<file path="src/rtl/fg_dac_write_sequencer.sv">
// Function-generator DAC write sequencer: each accepted sample runs SETUP -> WRITE -> HOLD -> SETTLE.
// Latency: sample on bus 1 cycle after acceptance; dac_wr_n_o falls after SETUP_CYCLES more cycles.
// Backpressure: none; one-entry pending buffer, newest overwrites (sticky overflow_o).
// Optional macro FG_DAC_DROP_CNT_EN adds the saturating drop_cnt_o overwrite counter.
module fg_dac_write_sequencer #(
   parameter int SETUP_CYCLES  = 1,
   parameter int WR_LOW_CYCLES = 2,
   parameter int HOLD_CYCLES   = 1,
   parameter int SETTLE_CYCLES = 500,
   parameter int CNT_W         = 10
) (
   input  logic       clk,
   input  logic       rst_n,
   input  logic [7:0] sample_i,
   input  logic       sample_valid_i,
   input  logic       clr_ovf_i,
   output logic [7:0] dac_data_o,
   output logic       dac_wr_n_o,
   output logic       dac_clr_n_o,
   output logic       busy_o,
`ifdef FG_DAC_DROP_CNT_EN
   output logic [7:0] drop_cnt_o,
`endif
   output logic       overflow_o
);

   typedef enum logic [2:0] {IDLE, SETUP, WRITE, HOLD, SETTLE} state_t;

   state_t           state_q, state_d;
   logic [CNT_W-1:0] cnt_q, cnt_d;
   logic [7:0]       data_q, data_d;
   logic             wr_n_q, wr_n_d;
   logic             clr_n_q;
   logic [7:0]       pend_q, pend_d;
   logic             pend_full_q, pend_full_d;
   logic             ovf_q, ovf_d;
   logic             ovf_set;
   logic             phase_last;
`ifdef FG_DAC_DROP_CNT_EN
   logic [7:0]       drop_q, drop_d;
`endif

   // Detect the final cycle of the current timed phase.
   always_comb begin
      phase_last = 1'b0;
      case (state_q)
         SETUP:   phase_last = (cnt_q == CNT_W'(SETUP_CYCLES - 1));
         WRITE:   phase_last = (cnt_q == CNT_W'(WR_LOW_CYCLES - 1));
         HOLD:    phase_last = (cnt_q == CNT_W'(HOLD_CYCLES - 1));
         SETTLE:  phase_last = (cnt_q == CNT_W'(SETTLE_CYCLES - 1));
         default: phase_last = 1'b0;
      endcase
   end

   // Next-state logic: phase sequencing, sample hand-over and pending buffer.
   always_comb begin
      state_d     = state_q;
      cnt_d       = cnt_q;
      data_d      = data_q;
      wr_n_d      = wr_n_q;
      pend_d      = pend_q;
      pend_full_d = pend_full_q;
      ovf_set     = 1'b0;

      if (state_q != IDLE) begin
         cnt_d = phase_last ? '0 : cnt_q + CNT_W'(1);
      end

      case (state_q)
         IDLE: begin
            if (sample_valid_i) begin
               state_d = SETUP;
               data_d  = sample_i;
            end
         end
         SETUP: begin
            if (phase_last) begin
               state_d = WRITE;
               wr_n_d  = 1'b0;
            end
         end
         WRITE: begin
            if (phase_last) begin
               state_d = HOLD;
               wr_n_d  = 1'b1;
            end
         end
         HOLD: begin
            if (phase_last) state_d = SETTLE;
         end
         SETTLE: begin
            if (phase_last) begin
               // Back-to-back restart: the pending sample goes first, a
               // simultaneous new sample takes its place without overflow.
               if (pend_full_q) begin
                  state_d     = SETUP;
                  data_d      = pend_q;
                  pend_full_d = sample_valid_i;
                  if (sample_valid_i) pend_d = sample_i;
               end else if (sample_valid_i) begin
                  state_d = SETUP;
                  data_d  = sample_i;
               end else begin
                  state_d = IDLE;
               end
            end
         end
         default: state_d = IDLE;
      endcase

      // Capture into pending while busy, except at the hand-over cycle above.
      if ((state_q != IDLE) && !((state_q == SETTLE) && phase_last) && sample_valid_i) begin
         pend_d      = sample_i;
         pend_full_d = 1'b1;
         ovf_set     = pend_full_q;
      end

      ovf_d = ovf_set | (ovf_q & ~clr_ovf_i);

`ifdef FG_DAC_DROP_CNT_EN
      if (clr_ovf_i)                   drop_d = ovf_set ? 8'd1 : 8'd0;
      else if (ovf_set && drop_q != 8'hFF) drop_d = drop_q + 8'd1;
      else                             drop_d = drop_q;
`endif
   end

   // State and registered outputs; synchronous active-low reset.
   always_ff @(posedge clk) begin
      if (!rst_n) begin
         state_q     <= IDLE;
         cnt_q       <= '0;
         data_q      <= 8'h00;
         wr_n_q      <= 1'b1;
         clr_n_q     <= 1'b0;
         pend_q      <= 8'h00;
         pend_full_q <= 1'b0;
         ovf_q       <= 1'b0;
`ifdef FG_DAC_DROP_CNT_EN
         drop_q      <= 8'h00;
`endif
      end else begin
         state_q     <= state_d;
         cnt_q       <= cnt_d;
         data_q      <= data_d;
         wr_n_q      <= wr_n_d;
         clr_n_q     <= 1'b1;
         pend_q      <= pend_d;
         pend_full_q <= pend_full_d;
         ovf_q       <= ovf_d;
`ifdef FG_DAC_DROP_CNT_EN
         drop_q      <= drop_d;
`endif
      end
   end

   assign dac_data_o  = data_q;
   assign dac_wr_n_o  = wr_n_q;
   assign dac_clr_n_o = clr_n_q;
   assign busy_o      = (state_q != IDLE);
   assign overflow_o  = ovf_q;
`ifdef FG_DAC_DROP_CNT_EN
   assign drop_cnt_o  = drop_q;
`endif

endmodule

</file>
<file path="config.mk">
export PLATFORM = sky130hd
export DESIGN_NAME = fg_dac_write_sequencer
export DESIGN_NICKNAME = d
export VERILOG_FILES = /design/src/rtl/fg_dac_write_sequencer.sv
export SDC_FILE = /design/constraint.sdc
export NUM_CORES = 1
export LEC_CHECK = 0
export CORE_MARGIN = 3
export CORE_UTILIZATION = 38
export CTS_BUF_LIST = sky130_fd_sc_hd__clkbuf_4 sky130_fd_sc_hd__clkbuf_8 sky130_fd_sc_hd__clkbuf_16
export DETAILED_ROUTE_END_ITERATION = 10
export GPL_ROUTABILITY_DRIVEN = 0
export SYNTH_ARGS = -nofsm -noshare
export SYNTH_HDL_FRONTEND = slang
export SYNTH_SLANG_ARGS = --single-unit
</file>
<file path="constraint.sdc">
create_clock -name clk -period 3.1 [get_ports clk]
set_input_delay 0.775 -clock clk [delete_from_list [all_inputs] [get_ports clk]]
set_output_delay 0.775 -clock clk [all_outputs]
set_load 0.01 [all_outputs]
</file>
# Word-level counts from Yosys, hierarchy flattened
# Cells that the tools add are included.
# totals
register_bits	33
latch_bits	0
ramBits	0
mem_bits_ro	0
input_bits	12
output_inout_bits	12
wordCells	70
memories	0
# op_classes
add_sub_neg	1
n_mul	0
div	0
n_lt_le_gt_ge	0
eq_ne	11
n_shift	0
n_mux	28
bitwise	3
n_reduce_logical	19
# op_table
op	n
8-bit two-way mux	8
8-bit case mux with 2 select lines	1
3-bit two-way mux	5
3-bit case mux with 5 select lines	1
2-bit nonzero test	6
10-bit by 1-bit adder with 10-bit output, second input constant	1
10-bit by 1-bit == test with 1-bit output, second input constant	1
10-bit by 9-bit == test with 1-bit output, second input constant	1
10-bit logical NOT	1
1-bit two-way mux	10
10-bit two-way mux	1
2-bit != test, second input constant	5
3-bit by 2-bit == test with 1-bit output, second input constant	2
5-bit AND reduction	1
2-bit AND reduction	2
4-bit AND reduction	1
3-bit by 1-bit == test with 1-bit output, second input constant	1
3-bit == test, second input constant	1
1-bit logical AND	3
3-bit logical NOT	1
1-bit case mux with 3 select lines	1
3-bit AND reduction	1
3-bit nonzero test	1
1-bit case mux with 2 select lines	1
other kinds (5)	5

# Depth between registers and ports, before layout
# Gate-level depths: netlist (run 1).
# logic_depth
word_depth	9
depth_mapped	8
mapped_depth_nobuf	7

# Least setup slack after synthesis (run 1)
# OpenSTA, ideal clock, no wires.
# synth_path
path_type	register -> register
from	register cnt_q[4]
to	register pend_q[0]
setup_time_ns	0.119
arrival_time_ns	1.794
required_time_ns	2.981
path_slack_ns	1.187
path_stages_with_launch	7
path_buffers	1
synth_period_minus_slack_ns	1.913
path_cell_list	dfxtp_1 > or4_4 > a2111oi_4 > o21ai_2 > o31a_1 > buf_6 > mux2i_1
# synth_between
elab_chain_len	8
elab_cells_between_ends	14
classes_between	eq/ne (2); mux (2); reduce/logical (10)
# synth_lines
element	line_no	text
start: declaration	30	logic [CNT_W-1:0] cnt_q, cnt_d;
start signal: assignment	143	cnt_q <= cnt_d;
10-bit by 9-bit == test with 1-bit output, or another cell as far along	50	SETTLE: phase_last = (cnt_q == CNT_W'(SETTLE_CYCLES - 1));
1-bit case mux with 3 select lines *	46	case (state_q)
1-bit logical AND	112	if ((state_q != IDLE) && !((state_q == SETTLE) && phase_last) && sample_valid_i) begin
1-bit logical NOT	112	
1-bit logical AND (2 in a row)	112	
2-bit nonzero test (no source line)	--	
4-bit AND reduction (no source line)	--	
end signal: assignment	147	pend_q <= pend_d;
end: declaration	34	logic [7:0] pend_q, pend_d;
# Mark *: on every way between the ends. The rest lies on a longest branch, timed or not.
# A chain may end at the register's enable or synchronous reset.

# Final worst setup path (run 1)
# layout_path
from	register state_q[1]
to	output busy_o
# layout_between
elab_chain_len	1
# layout_lines
element	line_no	text
start: declaration	29	state_t state_q, state_d;
start signal: assignment	142	state_q <= state_d;
3-bit nonzero test	159	assign busy_o = (state_q != IDLE);
end: declaration	20	output logic busy_o,
# Every way passes these cells.

==> impl_metrics.env, run 1 <==
export IMPL_placedCellCount=255
export IMPL_dp_hpwl_mm=2.612
export IMPL_ctsHoldBuffers=0
export IMPL_clock_sinks=33
export IMPL_syn_cell_area_mm2=0.001649
export IMPL_die_h_um=71.88
export IMPL_clk_latency_ps=280
export IMPL_wire_per_inst_um=13.70
export IMPL_path_class="reg2out"
export IMPL_initial_utilization_pct=40.36
export IMPL_numCtsBuffers=5
export IMPL_cts_root_buf="clkbuf_8"
export IMPL_hold_start="pend_q[7]"
export IMPL_fin_cells=263
export IMPL_final_util_pct=49.60
export IMPL_synthCells=190
export IMPL_cts_tree="built"
export IMPL_ios=24
export IMPL_cts_htree_levels=2
export IMPL_syn_nets=204
export IMPL_path_max_fanout=9
export IMPL_routed_wl_mm=3.603
export IMPL_drc=0
export IMPL_required_ps=2320
export IMPL_clk_pin_slew_worst_paths_ps=70
export IMPL_postSynthAreaPerCell_um2=8.679
export IMPL_layout_commonest_cell="dfxtp_1"
export IMPL_skew_ps=3.969
export IMPL_period_minus_slack_ps=2522
export IMPL_yosysWarnings=0
export IMPL_die_x_um=71.88
export IMPL_rr_startpoint="cnt_q[4]"
export IMPL_antenna_cells=0
export IMPL_ant_nets=0
export IMPL_fmax_mhz=396.6
export IMPL_power_leakage_nw=0.7505
export IMPL_drt_pass1_iterations=4
export IMPL_finalCritPeriodShare_pct=81.34
export IMPL_track_usage_pct=15.20
export IMPL_timing_slew_headroom_pct=64.34
export IMPL_grt_pass1_wl_mm=6.161
export IMPL_finalHoldViolations=0
export IMPL_setup_viol=0
export IMPL_antenna_found_initial=0
export IMPL_grt_max_degree=28
export IMPL_ys_ff_latch=33
export IMPL_ys_seq_area_share_pct=40.06
export IMPL_worstMarginPinSlew_ps=534.9
export IMPL_placementRows=23
export IMPL_crit_path_start="state_q[1]"
export IMPL_drv_cap=0
export IMPL_gr_total_overflow=0
export IMPL_arrival_ps=1750
export IMPL_irDropWorstVdd_mv=0.2961
export IMPL_whs_ps=460.4
export IMPL_dieArea_mm2=0.005166
export IMPL_min_path_type="reg2reg"
export IMPL_rsz0062_at_grt="no"
export IMPL_ys_flop_type="dfxtp_1"
export IMPL_nNetsFinal=226
export IMPL_worst_setup_path_end_kind="primary output"
export IMPL_ys_types=36
export IMPL_powerDensity_mw_per_mm2=681.3
export IMPL_ctsResizeCount=0
export IMPL_cts_setup_buffers=0
export IMPL_drv_slew=0
export IMPL_vias_per_cell=5.160
export IMPL_cp_start_kind="flip-flop"
export IMPL_vias=1357
export IMPL_layout_cells_most_common_list="33 x dfxtp_1, 31 x nand2_1, 24 x mux2i_1"
export IMPL_grt_pass1_vias=1335
export IMPL_core_mm2=0.004086
export IMPL_drt_iter0_drc=64
export IMPL_status="finished, final reports clean"
export IMPL_ys_async_sr_fraction_pct=0
export IMPL_cts_path_max_buffers=2
export IMPL_synth_edff_count=0
export IMPL_io_buffers=23
export IMPL_drive_above_1_share_pct=7.981
export IMPL_area_growth_pct=22.91
export IMPL_fin_setup_tns_ps=0
## metrics by stage
stage,instance area (µm²),power [mW],worst slack (ps)
2_1_floorplan,1649,0.8730,1187
3_3_place_gp,1926,1.010,891.5
3_5_place_dp,1926,1.029,834.6
4_1_cts,2027,1.397,561.5
5_1_grt,2027,1.464,499.4
6_report,2027,1.381,578.3
## final cells by class
type,count,area (µm²)
clock buffer,7,96.34
fill,386,2059
clock inverter,1,5.005
sequential,33,660.6
timing repair buffer,27,260.3
inverter,5,18.77
multi-input combinational,140,923.4
tap,50,62.56
## registers in the layout (all words and copies together) (netlist names)
name and flops:
cnt_q 10, dac_data_o 8, pend_q 8, state_q 3
dac_clr_n_o 1, dac_wr_n_o 1, overflow_o 1, pend_full_q 1
## routing by layer
layer	vias up	GRT usage, %	wire length (µm)
met2	23	23.98	1627
met3	6	4.348	150
met5	-	0	0
met1	637	19.53	1767
met4	0	6.054	57
li1	691	-	-
## power by group
group	internal [mW]	total, mW	switching [mW]
Clock	0.201	0.358	0.157
Combinational	0.231	0.462	0.231
Sequential	0.493	0.561	0.0677
Total	0.925	1.38	0.456
## cells in the mapped netlist (2+ instances only)
cell type	n	area share, %
mux2i_1	24	15
nand2_1	31	7.1
dfxtp_1	33	40
nor2b_1	8	3.0
o21ai_0	11	3.3
xor2_1	5	2.7
inv_1	5	1.1
nand3_1	4	1.2
nand4_1	4	1.5
nor2_1	18	4.1
clkbuf_1	11	2.5
xnor2_1	5	2.7
ha_1	2	1.5
a21oi_1	4	1.2
and2_1	2	0.76
and3_1	3	1.1
## critical path: stages, from the launching register on
cell and delay [ps]:
dfxtp_1 390, or3_1 520, clkdlybuf4s50_1 560
## worst paths after layout
path	end	cells after the start	slack [ps]
setup / recovery	busy_o	2	580
hold / removal	pend_q[7]	2	460
setup reg to reg	pend_q[0]	5	860
hold reg to reg	pend_q[7]	2	460
## logic make-up (layout without fill, tap and decap cells)
| family | Yosys count | in the layout | synth area share [%] |
|---|---|---|---|
| buffers and inverters | 17 | 40 | 4.325 |
| AOI/OAI and AO/OA | 24 | 24 | 10.24 |
| and+or+nand+nor | 80 | 80 | 23.98 |
| DFF | 33 | 33 | 40.06 |
| muxes | 24 | 24 | 14.57 |
| adders and majority gates | 2 | 2 | 1.517 |
| xor gates and xnor gates | 10 | 10 | 5.311 |
No activity file was read; power rests on OpenSTA's default activity.
==> run 2: changes to the inputs <==
Clock period 3.1 ns to 2.2 ns, I/O delays scaled along.
==> impl_metrics.env, run 2 (synthesized netlist as in run 1, its figures left out) <==
export IMPL_status="finished, final reports clean"
export IMPL_initial_utilization_pct=40.36
export IMPL_rsz0062_at_grt="no"
export IMPL_top_register="cnt_q"
export IMPL_io_buffers=23
export IMPL_crit_path_start="state_q[0]"
export IMPL_drt_iter0_drc=52
export IMPL_min_path_cells=2
export IMPL_dp_hpwl_mm=2.494
export IMPL_clockPowerShare_pct=23.3
export IMPL_whs_ps=457.8
export IMPL_path_max_fanout=10
export IMPL_vias_per_cell=5.197
export IMPL_layout_commonest_cell="dfxtp_1"
export IMPL_powerDensity_mw_per_mm2=940.3
export IMPL_nNetsFinal=227
export IMPL_timing_slew_headroom_pct=25.80
export IMPL_drv_slew=0
export IMPL_path_class="reg2out"
export IMPL_r2r_end="pend_q[6]"
export IMPL_numCtsBuffers=5
export IMPL_antenna_cells=0
export IMPL_clock_sinks=33
export IMPL_p_sw_share_pct=33.29
export IMPL_placed_area_mm2=0.001933
export IMPL_placedCellCount=256
export IMPL_area_growth_pct=22.53
export IMPL_crit_buf_inv=1
export IMPL_period_minus_slack_ps=2103
export IMPL_reg2regPathDepth=5
export IMPL_placementRows=23
export IMPL_routed_wl_mm=3.497
export IMPL_fin_area_mm2=0.002021
export IMPL_p_int_mw=1.268
export IMPL_combPwrFrac_pct=34.8
export IMPL_cts_path_max_buffers=2
export IMPL_setup_viol=0
export IMPL_p_sw_uw=632.4
export IMPL_fin_setup_tns_ps=0
export IMPL_dieArea_mm2=0.005166
export IMPL_min_path_type="reg2reg"
export IMPL_slowest_delay_ps=500
export IMPL_grt_max_degree=21
export IMPL_cp_start_kind="flip-flop"
export IMPL_layout_cells_most_common_list="32 x dfxtp_1, 31 x nand2_1, 24 x mux2i_1"
export IMPL_vias=1372
export IMPL_clk_latency_ps=280
export IMPL_worst_setup_path_end_kind="primary output"
export IMPL_cts_root_buf="clkbuf_8"
export IMPL_drive_above_1_share_pct=8.879
export IMPL_required_ps=1650
export IMPL_finalHoldViolations=0
export IMPL_rr_startpoint="cnt_q[4]"
export IMPL_skew_ps=7.998
export IMPL_arrival_ps=1550
export IMPL_fmax_mhz=475.5
export IMPL_drv_cap=0
export IMPL_grt_pass1_vias=1324
export IMPL_largest_reg_flops=10
export IMPL_cts_tree="built"
export IMPL_wire_per_inst_um=13.25
export IMPL_track_usage_pct=14.95
export IMPL_power_leakage_nw=0.7496
export IMPL_seqPwrFrac_pct=41.9
export IMPL_crit_slowest_cell="clkdlybuf4s50_1"
export IMPL_gr_total_overflow=0
export IMPL_holdPathEnd="pend_q[3]"
export IMPL_clk_pin_slew_worst_paths_ps=70
export IMPL_drc=0
export IMPL_irDropWorstVdd_mv=0.5440
export IMPL_crit_family="buffers and inverters"
export IMPL_die_x_um=71.88
export IMPL_fin_cells=264
export IMPL_cp_cell_sequence="or3_1 -> clkdlybuf4s50_1"
export IMPL_core_mm2=0.004086
export IMPL_hold_start="pend_q[3]"
export IMPL_cts_htree_levels=2
export IMPL_grt_pass1_wl_mm=6.078
export IMPL_ant_nets=0
export IMPL_worstMarginPinSlew_ps=1106
export IMPL_r2r_slack_ps=120
export IMPL_antenna_found_initial=0
export IMPL_die_h_um=71.88
export IMPL_ios=24
export IMPL_finalCritPeriodShare_pct=95.59
export IMPL_drt_pass1_iterations=4
run 2: cell types whose count changed in the layout (fill, tap and decap cells not counted), sizes merged:
cell,delta
buf,+1
clkbuf,-1
clkinv,+1
run 2: timing repair:
action / CTS / global route
hold buffers: 0 / 0
resized for setup: 0 / 1
setup endpoints to repair: 0 / 1
buffers inserted: 0 / 0
run 2: how the worst max path moves through the flow:
stage	cells past startpoint	slack [ps]	end
floorplan	6	290	pend_q[0]
global placement	4	180	pend_q[4]
detailed placement	4	70	pend_q[6]
CTS	2	50	busy_o
global route	2	30	busy_o
finish	2	100	busy_o
run 2: worst min-delay path: cells and delay by family (launching register included):
family / cells / cell delay, ps
flip-flops: 1 / 310
multiplexers: 1 / 50
AND/OR/NAND/NOR: 1 / 50
run 2: power groups by stage:
stage	registers [mW]	logic [mW]	clock network, mW
after floorplan	0.783	0.447	0
after global placement	0.798	0.648	0
after detailed placement	0.804	0.665	0
after CTS	0.791	0.669	0.463
after global routing	0.809	0.728	0.490
final	0.795	0.662	0.443
run 2: layout make-up:
cell class | instances | area, µm²
fillers | 406 | 2066
multi-input cells | 140 | 923.4
flip-flops and latches | 33 | 661.9
repair buffers | 28 | 267.8
clock buffers | 6 | 76.32
well taps | 50 | 62.56
inverters | 5 | 18.77
clock inverters | 2 | 10.01
run 2: stage by stage:
| stage | setup slack [ps] | util, % | total power, mW |
|---|---|---|---|
| global placement | 177.0 | 47.31 | 1.446 |
| detailed placement | 71.08 | 47.31 | 1.469 |
| floorplan | 287.4 | - | 1.230 |
| global route | 32.72 | 49.45 | 2.027 |
| finish | 96.94 | 49.45 | 1.900 |
| CTS | 52.56 | 49.42 | 1.923 |
run 2: layer usage:
layer	up-vias	track usage [%]	wire, µm
met4	0	5.010	48
met2	30	23.47	1627
met5	-	0	0
met1	645	19.31	1674
li1	693	-	-
met3	4	4.909	146
